**src/rtl/counter_serial_loader.sv**
```systemverilog
// Serial-load writer for the 8-bit up/down/shift counter: accepts a byte per
// valid/ready handshake and shifts it in over WIDTH cycles. Optional macro: CLEAR_FIRST_EN.
module counter_serial_loader #(
  parameter int unsigned WIDTH = 8,
  parameter int unsigned CNT_W = 4
) (
  input  logic             Clock,
  input  logic             nReset,
  input  logic [WIDTH-1:0] LoadData,
  input  logic             LoadDir,
  input  logic             LoadValid,
  output logic             LoadReady,
  output logic             Busy,
  output logic             Done,
  output logic             DoShiftL2R,
  output logic             DoShiftR2L,
  output logic             CounterInMSB,
  output logic             CounterInLSB,
  output logic             DoReset
);

  typedef enum logic [1:0] {
    S_IDLE  = 2'd0,
    S_CLEAR = 2'd1,
    S_SHIFT = 2'd2,
    S_DONE  = 2'd3
  } state_e;

  localparam logic [CNT_W-1:0] LastBit = CNT_W'(WIDTH - 1);

  state_e           state_q, state_d;
  logic [WIDTH-1:0] sreg_q, sreg_d;
  logic             dir_q, dir_d;
  logic [CNT_W-1:0] cnt_q, cnt_d;

  logic load_ready_q, load_ready_d;
  logic busy_q, busy_d;
  logic done_q, done_d;
  logic shift_l2r_q, shift_l2r_d;
  logic shift_r2l_q, shift_r2l_d;
  logic in_msb_q, in_msb_d;
  logic in_lsb_q, in_lsb_d;

  always_comb begin
    state_d = state_q;
    sreg_d  = sreg_q;
    dir_d   = dir_q;
    cnt_d   = cnt_q;
    unique case (state_q)
      S_IDLE: begin
        if (LoadValid) begin
          sreg_d = LoadData;
          dir_d  = LoadDir;
          cnt_d  = '0;
`ifdef CLEAR_FIRST_EN
          state_d = S_CLEAR;
`else
          state_d = S_SHIFT;
`endif
        end
      end
      S_CLEAR: state_d = S_SHIFT;
      S_SHIFT: begin
        if (cnt_q == LastBit) begin
          state_d = S_DONE;
          cnt_d   = '0;
        end else begin
          cnt_d  = cnt_q + 1'b1;
          // Keep the next serial bit at the end the counter is fed from.
          sreg_d = dir_q ? {1'b0, sreg_q[WIDTH-1:1]} : {sreg_q[WIDTH-2:0], 1'b0};
        end
      end
      S_DONE:  state_d = S_IDLE;
      default: state_d = S_IDLE;
    endcase
  end

  // Outputs are decoded from next-state values so every port comes straight
  // from a flop yet lines up with the cycle its state is entered.
  always_comb begin
    load_ready_d = (state_d == S_IDLE);
    busy_d       = (state_d != S_IDLE);
    done_d       = (state_d == S_DONE);
    shift_r2l_d  = (state_d == S_SHIFT) && !dir_d;
    shift_l2r_d  = (state_d == S_SHIFT) && dir_d;
    in_lsb_d     = shift_r2l_d && sreg_d[WIDTH-1];
    in_msb_d     = shift_l2r_d && sreg_d[0];
  end

  always_ff @(posedge Clock or negedge nReset) begin
    if (!nReset) begin
      state_q      <= S_IDLE;
      sreg_q       <= '0;
      dir_q        <= 1'b0;
      cnt_q        <= '0;
      load_ready_q <= 1'b1;
      busy_q       <= 1'b0;
      done_q       <= 1'b0;
      shift_l2r_q  <= 1'b0;
      shift_r2l_q  <= 1'b0;
      in_msb_q     <= 1'b0;
      in_lsb_q     <= 1'b0;
    end else begin
      state_q      <= state_d;
      sreg_q       <= sreg_d;
      dir_q        <= dir_d;
      cnt_q        <= cnt_d;
      load_ready_q <= load_ready_d;
      busy_q       <= busy_d;
      done_q       <= done_d;
      shift_l2r_q  <= shift_l2r_d;
      shift_r2l_q  <= shift_r2l_d;
      in_msb_q     <= in_msb_d;
      in_lsb_q     <= in_lsb_d;
    end
  end

`ifdef CLEAR_FIRST_EN
  logic do_reset_q, do_reset_d;

  always_comb begin
    do_reset_d = (state_d == S_CLEAR);
  end

  always_ff @(posedge Clock or negedge nReset) begin
    if (!nReset) begin
      do_reset_q <= 1'b0;
    end else begin
      do_reset_q <= do_reset_d;
    end
  end

  assign DoReset = do_reset_q;
`else
  assign DoReset = 1'b0;
`endif

  assign LoadReady    = load_ready_q;
  assign Busy         = busy_q;
  assign Done         = done_q;
  assign DoShiftL2R   = shift_l2r_q;
  assign DoShiftR2L   = shift_r2l_q;
  assign CounterInMSB = in_msb_q;
  assign CounterInLSB = in_lsb_q;

endmodule

```
**config.mk**
```make
export PLATFORM = sky130hd
export DESIGN_NAME = counter_serial_loader
export DESIGN_NICKNAME = d
export VERILOG_FILES = /design/src/rtl/counter_serial_loader.sv
export SDC_FILE = /design/constraint.sdc
export NUM_CORES = 1
export LEC_CHECK = 0
export CORE_MARGIN = 2
export CORE_UTILIZATION = 30
export DETAILED_ROUTE_END_ITERATION = 8
export PLACE_DENSITY = 0.61
export SYNTH_ARGS = -nofsm -noshare
export SYNTH_HDL_FRONTEND = slang
export SYNTH_SLANG_ARGS = --single-unit
```
**constraint.sdc**
```tcl
create_clock -name Clock -period 4.2 [get_ports Clock]
set_input_delay 0.42 -clock Clock [delete_from_list [all_inputs] [get_ports Clock]]
set_output_delay 0.42 -clock Clock [all_outputs]
set_load 0.05 [all_outputs]
```
==> metrics <==
outcome=finished clean; arrival time at the worst endpoint=1.59 ns; most frequent cells in the layout=dfrtp_1, clkdlybuf4s50_1, nor2_1; Final Cycle Share=47.8%; residual DRC count=0; Period minus WS final=2.01 ns; post-CTS setup buffers=0; IO Count=20; Vias=764; asr flop ratio synth=100%; Distinct cells, synth=34; Final Worst Setup Slack=2.19 ns; Clock Sinks=22; max-slew violations=0; Rows=22; pre-CTS WS=2.11 ns; length of routed met3 wiring=114 µm; Clock transition at path regs=0.08 ns; Bufs on Longest Clock Path=2; Overall Global Routing Usage=11.9%; Resize count post-CTS=0; CTS tree=done; first drt pass iteration count=4; required time of the critical path=3.78 ns; # nets final=135; final core utilization=38.2%; sequential power share=32.6%; antenna violations before repair=0; ant diodes=0; Yosys reg bits=22; RSZ-0062 raised after global routing=no; WHS=0.527 ns; Clock Power Share=16.4%; DRT antenna net count=0; placement-stage cell area=1320 µm²; Fin. Hold Viols=0; Syn Area/Cell=10.9 µm²; DP Cell Count=163; Post-synth EDFFs=0; synthesized area=1120 µm²; Post-DP HPWL=1500 µm; die area=4250 µm²; WL met2=867 µm; Initial Util=30.9%; CP max FO=1; delay-heaviest family, CP=buffers and inverters; buffers and inverters on the worst path=1; chip height=65.2 µm; Final Wtd Congestion=0.737; H-tree levels=1; sw frac=41.0%; commonest non-fill, non-tap cell in the layout=dfrtp_1; LEAKAGE=0.607 nW; cell internal pwr=709 µW; port bufs=18; Max-Cap Viols=0; Congestion Overflow GR=0; Die X=65.2 µm; combinational fraction of design power=51.0%; final setup TNS=0 ns; Detailed Route Iter0 Violations=77; largest net degree at the start of global routing=23; fill cell count=369; Slowest-stage cell, CP=clkdlybuf4s50_1; WS Path Type=reg2out; Gate Count Post-Synth=103; Worst-Skew Late Latency=0.26 ns; Final Total Pwr=1.20 mW; Via density=4.57; critical path capture point type=output pin; Worst setup SP type=flip-flop; vias in the first global route=815; endpoints failing setup=0; cts-stage hold buffer count=0; average wire per cell in the routed design=12.4 µm; main flop type after synthesis=dfrtp_1; Fin Clk Skew=0.00113 ns; core box area=3630 µm²; Max Used Layer=met4; Worst-Margin Slew=0.965 ns; Max Clk Rate=0.498 GHz; Hold WC Path Type=reg2reg; P_sw=492 µW; wl on met1=1020 µm; Max stage delay on crit path=0.79 ns; Ys Warns=0; worst rel slew slack=35.5%; layout cells sized above 1=20.2%; number of buffers created by CTS=3; DRT Wirelength=2060 µm; syn_nets=118; final instance area=1390 µm²; non-filler cells, final=167; sequential area share after synthesis=49.2%; Synth-to-Final Area Change=23.5%; crit-path cells=clkdlybuf4s50_1; PwrDens=867 nW/µm²; Worst VDD drop=0.248 mV; first-pass GRT wire length=3740 µm; CTS root buf=clkbuf_8
-- cells by family (layout without fill, tap and decap cells) --
logic type | count (synthesis) | after routing | synth area share (%)
buffers and inverters | 11 | 27 | 5.91
adder cells (fa/ha/maj) | 3 | 3 | 3.34
AND/OR/NAND/NOR | 32 | 32 | 13.6
multiplexers | 8 | 8 | 9.25
flip-flops | 22 | 22 | 49.2
other | 1 | 1 | 0.334
AO/OA/AOI/OAI | 26 | 26 | 18.4
-- registers in the layout, indices dropped and copies added, names as in the netlist --
| register | flops |
|---|---|
| sreg_q | 8 |
| LoadReady | 1 |
| DoShiftL2R | 1 |
| CounterInLSB | 1 |
| state_q | 2 |
| Done | 1 |
| CounterInMSB | 1 |
| cnt_q | 4 |
| DoShiftR2L | 1 |
| dir_q | 1 |
| Busy | 1 |
-- cells in the mapped netlist, types with 2 or more instances --
cell type / instances / area share (%)
inv_1: 4 / 1.3
buf_6: 2 / 2.0
a22oi_1: 6 / 4.0
a21oi_2: 5 / 3.9
and2_1: 2 / 1.1
a32oi_1: 2 / 1.6
buf_2: 2 / 0.89
a211oi_2: 2 / 2.2
nand2_1: 9 / 3.0
nor2_1: 12 / 4.0
a21o_1: 2 / 1.3
ha_1: 3 / 3.3
a22o_1: 2 / 1.6
nand3_1: 2 / 0.89
a21oi_1: 3 / 1.3
buf_4: 2 / 1.3
dfrtp_1: 21 / 47
mux2_2: 6 / 6.0
-- cell type report --
type	count	area [µm²]	area share (%)
clock buffer	3	41.3	2.98
clock inverter	1	30.0	2.17
inverter	5	18.8	1.35
multi-input combinational	70	504	36.4
sequential	22	552	39.8
tap	48	60.1	4.33
timing repair buffer	18	180	13.0
-- per-layer routing --
layer	global-route usage, %	vias to the layer above
met2	17.9	20
met3	2.91	5
met1	15.1	347
met5	0	-
li1	-	392
met4	8.33	0
-- final timing paths --
| check | from | to | slack, ns | cells past startpoint |
|---|---|---|---|---|
| max in group asynchronous | nReset | sreg_q[6] | 2.93 | 1 |
| worst min register to register | sreg_q[7] | sreg_q[7] | 0.53 | 2 |
| worst max register to register | state_q[0] | CounterInLSB | 2.30 | 6 |
| min in group asynchronous | nReset | sreg_q[3] | 0.69 | 1 |
| worst max-delay path | LoadReady | LoadReady | 2.19 | 1 |
| worst min-delay path | sreg_q[7] | sreg_q[7] | 0.53 | 2 |
-- worst min-delay path, stage by stage, from the launching register on --
cell and delay, ns:
dfrtp_1 0.35, nand2_1 0.08, nand2_1 0.07
-- power by group through the flow --
| stage | clock, mW | sequential (mW) | combinational, mW |
|---|---|---|---|
| 2_1_floorplan | 0 | 0.448 | 0.453 |
| 3_3_place_gp | 0 | 0.392 | 0.606 |
| 3_5_place_dp | 0 | 0.394 | 0.624 |
| 4_1_cts | 0.201 | 0.392 | 0.622 |
| 5_1_grt | 0.212 | 0.405 | 0.692 |
| 6_report | 0.197 | 0.392 | 0.613 |
Note: power is estimated with default switching activity, not from simulation.
